### config.mk
export PLATFORM = sky130hd
export DESIGN_NAME = mem_load_unit
export DESIGN_NICKNAME = d
export VERILOG_FILES = /design/src/rtl/mem_load_unit.sv
export SDC_FILE = /design/constraint.sdc
export NUM_CORES = 1
export LEC_CHECK = 0
export BUFFER_PORTS_ARGS = -buffer_cell sky130_fd_sc_hd__buf_2
export CORE_UTILIZATION = 25
export DETAILED_ROUTE_END_ITERATION = 16
export PLACE_DENSITY_LB_ADDON = 0.12
export SLEW_MARGIN = 15
export SYNTH_ARGS = -nofsm -noshare
export SYNTH_HDL_FRONTEND = slang
export SYNTH_SLANG_ARGS = --single-unit
### constraint.sdc
create_clock -name iCLK -period 3.3 [get_ports iCLK]
set_input_delay 0.495 -clock iCLK [delete_from_list [all_inputs] [get_ports iCLK]]
set_output_delay 0.495 -clock iCLK [all_outputs]
set_load 0.05 [all_outputs]
### src/rtl/mem_load_unit.sv
// Multicycle load controller: checks alignment, issues a word read, waits with a
// timeout, then returns the sign/zero-extended lane with a one-cycle status pulse.
module mem_load_unit #(
  parameter int TIMEOUT_CYCLES = 255,
  parameter int CNT_W          = 16
) (
  input  logic        iCLK,
  input  logic        iRST,
  input  logic        iStart,
  input  logic [2:0]  iFunct3,
  input  logic [31:0] iAddress,
  output logic        oReady,
  output logic        oMemRead,
  output logic [31:0] oMemAddr,
  input  logic [31:0] iMemData,
  input  logic        iMemValid,
  output logic [31:0] oData,
  output logic        oValid,
  output logic        oException,
  output logic        oTimeout
);

  typedef enum logic [1:0] {S_IDLE, S_WAIT, S_DONE} state_t;

  localparam logic [2:0] F_LB  = 3'b000;
  localparam logic [2:0] F_LH  = 3'b001;
  localparam logic [2:0] F_LW  = 3'b010;
  localparam logic [2:0] F_LBU = 3'b100;
  localparam logic [2:0] F_LHU = 3'b101;

  localparam logic [CNT_W-1:0] CNT_LIMIT = CNT_W'(TIMEOUT_CYCLES - 1);

  state_t           state_reg, state_next;
  logic [CNT_W-1:0] cnt_reg, cnt_next;
  logic [2:0]       funct3_reg, funct3_next;
  logic [1:0]       align_reg, align_next;
  logic             mem_read_reg, mem_read_next;
  logic [31:0]      mem_addr_reg, mem_addr_next;
  logic [31:0]      data_reg, data_next;
  logic             valid_reg, valid_next;
  logic             exc_reg, exc_next;
  logic             timeout_reg, timeout_next;

  logic [7:0]       lane [4];
  logic [7:0]       byte_sel;
  logic [15:0]      half_sel;
  logic [31:0]      extracted;

  genvar gi;
  generate
    for (gi = 0; gi < 4; gi++) begin : g_lane
      assign lane[gi] = iMemData[8*gi +: 8];
    end
  endgenerate

  assign byte_sel = lane[align_reg];
  assign half_sel = align_reg[1] ? iMemData[31:16] : iMemData[15:0];

  function automatic logic is_fault(input logic [2:0] f, input logic [1:0] a);
    case (f)
      F_LB, F_LBU: is_fault = 1'b0;
      F_LH, F_LHU: is_fault = a[0];
      F_LW:        is_fault = (a != 2'b00);
      default:     is_fault = 1'b1;
    endcase
  endfunction

  always_comb begin
    extracted = iMemData;
    case (funct3_reg)
      F_LB:    extracted = {{24{byte_sel[7]}}, byte_sel};
      F_LBU:   extracted = {24'd0, byte_sel};
      F_LH:    extracted = {{16{half_sel[15]}}, half_sel};
      F_LHU:   extracted = {16'd0, half_sel};
      default: extracted = iMemData;
    endcase
  end

  always_comb begin
    state_next    = state_reg;
    cnt_next      = cnt_reg;
    funct3_next   = funct3_reg;
    align_next    = align_reg;
    mem_read_next = mem_read_reg;
    mem_addr_next = mem_addr_reg;
    data_next     = data_reg;
    valid_next    = 1'b0;
    exc_next      = 1'b0;
    timeout_next  = 1'b0;
    case (state_reg)
      S_IDLE: begin
        if (iStart) begin
          funct3_next = iFunct3;
          align_next  = iAddress[1:0];
          if (is_fault(iFunct3, iAddress[1:0])) begin
            state_next = S_DONE;
            exc_next   = 1'b1;
            data_next  = 32'd0;
          end else begin
            state_next    = S_WAIT;
            mem_read_next = 1'b1;
            mem_addr_next = {iAddress[31:2], 2'b00};
            cnt_next      = '0;
          end
        end
      end
      S_WAIT: begin
        // Data arriving on the limit edge wins over the timeout.
        if (iMemValid) begin
          data_next     = extracted;
          mem_read_next = 1'b0;
          valid_next    = 1'b1;
          state_next    = S_DONE;
        end else if (cnt_reg == CNT_LIMIT) begin
          data_next     = 32'd0;
          mem_read_next = 1'b0;
          timeout_next  = 1'b1;
          state_next    = S_DONE;
        end else begin
          cnt_next = cnt_reg + 1'b1;
        end
      end
      S_DONE:  state_next = S_IDLE;
      default: state_next = S_IDLE;
    endcase
  end

  always_ff @(posedge iCLK) begin
    if (iRST) begin
      state_reg    <= S_IDLE;
      cnt_reg      <= '0;
      funct3_reg   <= 3'd0;
      align_reg    <= 2'd0;
      mem_read_reg <= 1'b0;
      mem_addr_reg <= 32'd0;
      data_reg     <= 32'd0;
      valid_reg    <= 1'b0;
      exc_reg      <= 1'b0;
      timeout_reg  <= 1'b0;
    end else begin
      state_reg    <= state_next;
      cnt_reg      <= cnt_next;
      funct3_reg   <= funct3_next;
      align_reg    <= align_next;
      mem_read_reg <= mem_read_next;
      mem_addr_reg <= mem_addr_next;
      data_reg     <= data_next;
      valid_reg    <= valid_next;
      exc_reg      <= exc_next;
      timeout_reg  <= timeout_next;
    end
  end

  assign oReady     = (state_reg == S_IDLE);
  assign oMemRead   = mem_read_reg;
  assign oMemAddr   = mem_addr_reg;
  assign oData      = data_reg;
  assign oValid     = valid_reg;
  assign oException = exc_reg;
  assign oTimeout   = timeout_reg;

endmodule

-- Word-level counts from Yosys, hierarchy flattened
Index checks and enable logic that the tools add are counted.
- register bits after elaboration: 89
- bits in latches: 0
- memory bits (writable): 0
- memory bits (read-only): 0
- input bits: 71
- output and inout port bits: 69
- logic and storage cells: 79
- memories: 0
- add/sub/neg operators: 1
- multipliers: 0
- divide/modulo/power cells: 0
- magnitude comparators: 1
- equality and inequality tests: 15
- shifts and indexed selects: 0
- mux-type cells: 31
- bitwise operators: 5
- reductions and logical operators: 16
- operators with widths (kind ; count):
    32-bit 2-to-1 mux ; 4
    32-bit case mux with 4 select lines ; 1
    16-bit 2-to-1 mux ; 5
    32-bit case mux with 2 select lines ; 1
    16-bit case mux with 2 select lines ; 1
    16-bit by 1-bit adder with 16-bit output, second input constant ; 1
    8-bit binary-select mux with 2-bit select ; 1
    16-bit by 8-bit equality test with 1-bit output, second input constant ; 1
    8-bit 2-to-1 mux ; 2
    3-bit equality test, second input constant ; 4
    1-bit 2-to-1 mux ; 9
    2-bit 2-to-1 mux ; 4
    2-bit != test, second input constant ; 4
    4-bit AND reduction ; 2
    3-bit by 1-bit equality test with 1-bit output, second input constant ; 2
    3-bit logical NOT ; 2
    2-bit OR reduction ; 3
    3-bit OR reduction ; 2
    5-bit AND reduction ; 1
    1-bit inverter ; 4
    2-bit case mux with 2 select lines ; 1
    2-bit AND reduction ; 2
    2-bit nonzero test ; 2
    3-bit by 2-bit equality test with 1-bit output, second input constant ; 1
    9 further kinds ; 9

-- Logic depth before layout (Yosys ltp)
Gate-level depths: netlist (run 1).
- word-level depth: 8
- depth in mapped cells: 11
- mapped depth without buffers: 7

-- Worst setup path after synthesis (run 1)
Ideal clock, no wire load.
- kind: register to register
- start point: reg cnt_reg[0]
- end point: reg data_reg[10] (netlist: oData[10])
- setup time: 0.133 ns
- arrival: 2.490 ns
- data required time: 3.167 ns
- path slack: 0.677 ns
- stages on the path, launching flop included: 12
- buffers on the path: 4
- cells stage by stage: dfxtp_1 -> inv_1 -> ha_1 -> or4b_1 -> or4_1 -> buf_2 -> a211o_1 -> buf_6 -> nor2b_4 -> buf_6 -> buf_12 -> o2bb2ai_2
- longest elaborated chain between the ends: 3
- RTL lines (what ; RTL line ; source):
    start, declared ; 34 ; logic [CNT_W-1:0] cnt_reg, cnt_next;
    start signal, assigned ; 142 ; cnt_reg <= cnt_next;
    16-bit by 8-bit equality test with 1-bit output ; 114 ; end else if (cnt_reg == CNT_LIMIT) begin
    3-bit != test (no source line) ; - ;
    4-bit AND reduction (no source line) ; - ;
    end signal, assigned ; 147 ; data_reg <= data_next;
    end, declared ; 39 ; logic [31:0] data_reg, data_next;
Every way passes these cells.
A chain may end at the register's enable or synchronous reset.

-- Final worst setup path (run 1)
- start point: reg cnt_reg[0]
- end point: reg data_reg[26] (netlist: oData[26])
The elaborated chain is that of the path after synthesis.

==> out/qor.csv, run 1 <==
stage,metric,value,unit
die,dieArea,16150,µm²
yosys,syn_area,3911,µm²
detailed_routing,routed_via_density,4.627,
cts,ctsHoldBuffers,0,
grt,grt_busiest_layer,met2,
die,core_area,15260,µm²
power_and_ir_drop,p_leak,0.002126,µW
die,chipWidth,127.1,µm
sta,slew_headroom,50.25,%
placed_design,hpwl,8537,µm
sta,finalSetupViolations,0,
grt,grt_usage,14.89,%
cells_and_area,layout_commonest_cell,buf_2,
yosys,avgSynthCellArea,8.183,µm²
setup_path,crit_required,3.52,ns
grt,grt_pass1_vias,3516,
cts,clock_sinks,89,
placed_design,place.gp.congestion,0.8243,
sta,rsz0062_at_grt,no,
cells_and_area,fin_cells,815,
hold_path,hold_path_class,in -> reg,
setup_path,crit_family,simple AND/OR/NAND/NOR gates,
cts,cts_buffers,9,
yosys,synth_flop_cell,dfxtp_1,
placed_design,place_ws,0.4994,ns
detailed_routing,ant_nets,0,
sta,period_share,84.49,%
cells_and_area,drive_gt1_share,30.46,%
sta,hold_violations,0,
cells_and_area,finalNetCount,672,
cts,post_cts_buffers,0,
setup_path,path_cells,inv_1 -> ha_1 -> or4b_1 -> or4_1 -> a211o_1 -> buf_4 -> a221oi_1 -> nor2_1,
placed_design,placedCellCount,799,
power_and_ir_drop,power_density,527.2,nW/µm²
sta,setup_slack,0.5118,ns
grt,grt_max_degree,42,
setup_path,path_class,reg -> reg,
yosys,ys_ff_latch,89,
grt,gr-usage-met1,19.39,%
cells_and_area,final_cell_mix,"buf_2 (137), nand2_1 (99), dfxtp_1 (89)",
detailed_routing,route.vias.total,3771,
outcome,status,finished clean,
sta,max_freq,358.7,MHz
grt,met2_usage,22.20,%
cells_and_area,area_delta_synth_final,30.17,%
sta,clock_skew,0.008727,ns
power_and_ir_drop,power.total,2684,µW
setup_path,cp_max_fo,14,
detailed_routing,drt_wl_total,11760,µm
cts,path_clk_slew,0.07,ns
cts,cts_max_level,3,
sta,slew_viol_final,0,
setup_path,crit_arrival,3.01,ns
grt,grt_overflow,0,
sta,period_needed,2.788,ns
sta,worst_slew_pin_slew,0.7447,ns
die,row_count,45,
die,die_y,127.1,µm
yosys,seq_area_frac_synth,45.55,%
power_and_ir_drop,ir_drop,0.0002885,V
cts,clk_latency,0.35,ns
placed_design,numPortBuffers,137,
setup_path,end_kind,flip-flop,
grt,grt.met3_usage,6.449,%
cts,root_buffer,clkbuf_16,
setup_path,crit_path_start_kind,flip-flop,
die,start_util,25.63,%
sta,setup_tns,0,ns
die,io_pins,140,
yosys,synthArstFlopShare,0,%
setup_path,cp_num_buf_inv,2,
setup_path,cpPeakStageDelay,0.71,ns
detailed_routing,first_pass_iters,4,
grt,antenna_found_initial,0,
yosys,synth_edf_count,0,
cells_and_area,antennaDiodeCount,0,
setup_path,critPathSlowestCell,or4_1,
yosys,syn_inst,478,
detailed_routing,wl_per_cell,14.43,µm
cts,cts.repair.resized,0,
cells_and_area,largest_reg_flops,32,
cts,clk_path_buf_depth,2,
cts,cts_tree,yes,
detailed_routing,initialDrtViolationCount,190,
yosys,ys_types,43,
job,cap_violations,0,
yosys,ys_warn_count,0,
detailed_routing,drc,0,
grt,grt_pass1_wl,18580,µm
[where the power goes]
part           internal, µW  switching, µW  leakage, µW
Clock                   694            450     0.000164
Combinational           121            289      0.00124
Sequential             1110           22.5     0.000721
Total                  1920            761      0.00213
[tightest hold or removal path, cell delays in order]
cell	delay [ns]
buf_2	0.09
nand2_1	0.04
a21oi_1	0.05
[layer usage]
layer | share of wire (%) | vias to the layer above
li1 | - | 1915
met1 | 46 | 1739
met2 | 45 | 102
met3 | 7.4 | 15
met4 | 1.4 | 0
met5 | 0 | -
[area by class of cell]
type / instances / area (µm²)
inverters: 17 / 63.81
multi-input cells: 334 / 1879
well taps: 211 / 264.0
clock buffers: 10 / 239.0
flip-flops and latches: 89 / 1782
clock inverters: 6 / 95.09
repair buffers: 148 / 768.2
fillers: 1661 / 10170
[logic make-up after synthesis]
logic type	Yosys count	synth area share [%]
AO/OA/AOI/OAI	138	24.18
XOR/XNOR	3	0.6719
adder cells (fa/ha/maj)	2	0.6397
buffers and inverters	56	6.718
flip-flops	89	45.55
multiplexers	1	0.5758
other	1	0.09588
AND/OR/NAND/NOR	188	21.56
[metrics by stage]
stage	hold slack [ns]	area [µm²]	util [%]
4_1_cts	0.3622	5091	33.37
2_1_floorplan	0.4316	3915	-
6_report	0.3740	5091	33.37
3_5_place_dp	0.4433	4757	31.18
5_1_grt	0.3642	5091	33.37
3_3_place_gp	0.4395	4757	31.18
[synthesized netlist by cell type (2+ instances only)]
library cell | number | area share [%]
dfxtp_1 | 89 | 46
inv_1 | 17 | 1.6
buf_4 | 3 | 0.58
o21ai_0 | 24 | 3.1
nand3_1 | 8 | 1.0
buf_2 | 2 | 0.26
o2bb2ai_1 | 5 | 1.1
clkbuf_1 | 29 | 2.8
or3b_2 | 3 | 0.67
nand4_1 | 3 | 0.48
o2bb2ai_2 | 10 | 3.8
nor3_1 | 10 | 1.3
or2_2 | 3 | 0.48
a211oi_1 | 3 | 0.58
ha_1 | 2 | 0.64
nor2b_1 | 5 | 0.80
xor2_1 | 2 | 0.45
a21oi_1 | 54 | 6.9
a221oi_1 | 25 | 5.6
a21o_1 | 2 | 0.38
a31oi_1 | 9 | 1.4
or3_1 | 9 | 1.4
o31ai_1 | 2 | 0.38
or4_1 | 5 | 0.96
nand2_1 | 99 | 9.5
buf_6 | 3 | 0.86
nor2_1 | 36 | 3.5
[worst paths after layout]
path	from	to	slack, ns	depth (start not counted)
setup / recovery	cnt_reg[0]$_SDFFE_PP0P_	oData[26]$_SDFFE_PP0P_	0.51	8
hold / removal	iAddress[6]	oMemAddr[6]$_SDFFE_PP0P_	0.37	3
setup reg to reg	cnt_reg[0]$_SDFFE_PP0P_	oData[26]$_SDFFE_PP0P_	0.51	8
hold reg to reg	funct3_reg[2]$_SDFFE_PP0P_	funct3_reg[2]$_SDFFE_PP0P_	0.45	2
Power figures use the tool's default switching activity.
==> run 2: changes to the inputs <==
Settings changed: ABC_AREA set to 1.
Clock period 3.3 ns to 2.7 ns, I/O delays scaled along.
==> out/qor.csv, run 2 <==
stage,metric,value,unit,change
outcome,status,finished clean,,
cells_and_area,largest_reg_flops,32,,unchanged
yosys,ys_warn_count,0,,unchanged
cts,cts_max_level,3,,unchanged
power_and_ir_drop,p_int,2248,µW,+17%
placed_design,placedCellCount,984,,+23%
cts,clk_latency,0.35,ns,about the same
cts,root_buffer,clkbuf_16,,
power_and_ir_drop,power_frac_clock,38.2,%,-4.4 points
placed_design,hpwl,10150,µm,+19%
cells_and_area,fill_cells,1878,,+13%
power_and_ir_drop,power_density,601.2,nW/µm²,+14%
sta,clock_skew,0.006972,ns,-0.001754 ns
placed_design,postPlaceCellArea,5220,µm²,+9.7%
cells_and_area,drive_gt1_share,25.32,%,-5.1 points
setup_path,crit_path_start_kind,flip-flop,,
setup_path,cp_max_fo,16,,+2
grt,grt_pass1_vias,4314,,+23%
detailed_routing,first_pass_iters,5,,+1
hold_path,hold_path_class,in -> reg,,
setup_path,path_class,reg -> reg,,
cells_and_area,finish.instance_area,5513,µm²,+8.3%
grt,grt_max_degree,50,,+19%
die,start_util,25.49,%,-0.14 points
yosys,avgSynthCellArea,6.760,µm²,-17%
sta,setup_slack,0.7225,ns,+0.2108 ns
job,cap_violations,0,,unchanged
placed_design,numPortBuffers,137,,unchanged
setup_path,crit_path_frequent_cell,nand2_1,,
die,chipWidth,134.6,µm,+5.9%
setup_path,path_cells,inv_1 -> nand3_1 -> nand2_1 -> nand2_2 -> nand3_2 -> nand2_1 -> a21oi_1,,
yosys,syn_inst,650,,+36%
die,row_count,48,,+6.7%
yosys,seq_area_frac_synth,40.55,%,-5.0 points
cells_and_area,final_cell_mix,"nand2_1 (172), buf_2 (137), a21oi_1 (94)",,
cells_and_area,finalNetCount,843,,+25%
detailed_routing,route.vias.total,4576,,+21%
cells_and_area,fin_cells,999,,+23%
yosys,yosysMostFrequentCell,nand2_1,,
yosys,synth_edf_count,0,,unchanged
grt,antenna_found_initial,0,,unchanged
cts,cts_buffers,9,,unchanged
cts,cts_tree,yes,,
cells_and_area,antennaDiodeCount,0,,unchanged
grt,grt_pass1_wl,22200,µm,+19%
placed_design,place_ws,0.7325,ns,+0.2332 ns
sta,hold_violations,0,,unchanged
power_and_ir_drop,p_comb_share,19.7,%,+4.4 points
die,io_pins,140,,unchanged
sta,holdWs,0.3192,ns,-0.05483 ns
cts,path_clk_slew,0.07,ns,about the same
detailed_routing,routed_via_density,4.581,,-1.0%
yosys,syn_area,4394,µm²,+12%
yosys,ys_ff_latch,89,,unchanged
yosys,synth_top_area_cell,dfxtp_1,,
cells_and_area,area_delta_synth_final,25.46,%,
detailed_routing,drc,0,,unchanged
yosys,synth_flop_cell,dfxtp_1,,
cts,post_cts_buffers,0,,unchanged
sta,rsz0062_at_grt,no,,
sta,setup_tns,0,ns,unchanged
yosys,ys_types,36,,-16%
sta,period_share,73.24,%,-11 points
power_and_ir_drop,p_leak,0.002455,µW,+15%
yosys,synthTopCellsByCount,"nand2_1 (172), a21oi_1 (94), dfxtp_1 (89)",,
setup_path,critPathSlowestCell,dfxtp_1,,
yosys,synthTopCellsByArea,"dfxtp_1 (41%), nand2_1 (15%), a21oi_1 (11%)",,
cells_and_area,layout_commonest_cell,nand2_1,,
setup_path,end_kind,flip-flop,,
power_and_ir_drop,p_sw,1066,µW,+40%
detailed_routing,ant_nets,0,,unchanged
power_and_ir_drop,ir_drop,0.0003405,V,+18%
detailed_routing,wl_per_cell,14.02,µm,-2.9%
setup_path,crit_arrival,2.19,ns,-0.82 ns
yosys,synthArstFlopShare,0,%,unchanged
sta,max_freq,505.7,MHz,+41%
setup_path,cpPeakStageDelay,0.55,ns,-0.16 ns
cts,clock_sinks,89,,unchanged
setup_path,crit_family,simple AND/OR/NAND/NOR gates,,
grt,grt_usage,15.74,%,+0.84 points
setup_path,crit_required,2.91,ns,-0.61 ns
die,core_area,17240,µm²,+13%
detailed_routing,drt_wl_total,14010,µm,+19%
grt,grt_overflow,0,,unchanged
power_and_ir_drop,pwr-share-seq,42.1,%,about the same
sta,slew_viol_final,0,,unchanged
cts,cts.repair.resized,0,,unchanged
power_and_ir_drop,switching_share,32.18,%,+3.8 points
yosys,yosysTopAreaCellShare,40.55,%,-5.0 points
sta,worst_slew_pin_slew,0.5882,ns,-0.1565 ns
die,dieArea,18110,µm²,+12%
sta,finalSetupViolations,0,,unchanged
placed_design,place.gp.congestion,0.8336,,+1.1%
die,die_y,134.6,µm,+5.9%
sta,period_needed,1.977,ns,-0.8108 ns
cts,ctsHoldBuffers,0,,unchanged
detailed_routing,initialDrtViolationCount,291,,+53%
sta,slew_headroom,60.79,%,+11 points
cts,clk_path_buf_depth,2,,unchanged
setup_path,cp_num_buf_inv,1,,-1
## run 2: metal layers
layer | part of all wire [%] | global-route usage [%] | wire length, µm | up-vias
met1 | 45 | 19.55 | 6370 | 2077
met4 | 1.9 | 6.117 | 273 | 0
met5 | 0 | 0 | 0 | -
li1 | - | - | - | 2329
met3 | 6.9 | 4.580 | 962 | 23
met2 | 46 | 25.62 | 6399 | 147
## run 2: cell type report
type	instances	area (µm²)	area share [%]
clock buffers	9	225.2	4.085
clock inverters	6	67.56	1.226
inverters	48	181.4	3.291
multi-input cells	479	2245	40.72
flip-flops and latches	89	1782	32.32
well taps	225	281.5	5.107
repair buffers	143	730.7	13.25
## run 2: cell families after synthesis
logic type	after synthesis	share of synthesized area, %
AO/OA/AOI/OAI	125	15.23
AND/OR/NAND/NOR	347	34.51
buffers and inverters	83	8.457
other	1	0.08534
XOR/XNOR	3	0.5981
flip-flops	89	40.55
adder cells (fa/ha/maj)	2	0.5694
## run 2: path summary, 6_finish.rpt
check / depth (start not counted) / slack, ns / endpoint / start
worst max-delay path: 7 / 0.72 / oData[28]$_SDFFE_PP0P_ / align_reg[1]$_SDFFE_PP0P_
worst min-delay path: 3 / 0.32 / oMemAddr[9]$_SDFFE_PP0P_ / iAddress[9]
worst max register to register: 7 / 0.72 / oData[28]$_SDFFE_PP0P_ / align_reg[1]$_SDFFE_PP0P_
worst min register to register: 2 / 0.46 / oData[25]$_SDFFE_PP0P_ / oData[25]$_SDFFE_PP0P_
## run 2: worst min-delay path, cell delays in order
cell	delay (ns)
buf_2	0.09
nand3_1	0.07
a21oi_1	0.05
## run 2: power by group through the flow
stage | clock network [µW] | logic (µW) | registers (µW)
3_5_place_dp | 0 | 658 | 1420
5_1_grt | 1370 | 722 | 1400
3_3_place_gp | 0 | 656 | 1420
4_1_cts | 1320 | 660 | 1390
6_report | 1270 | 653 | 1400
2_1_floorplan | 0 | 358 | 1540
## run 2: through the flow
step / power, µW / util (%)
after floorplan: 1903 / -
after detailed placement: 2083 / 30.28
after CTS: 3371 / 31.98
after global routing: 3489 / 31.98
after global placement: 2080 / 30.28
final: 3314 / 31.98
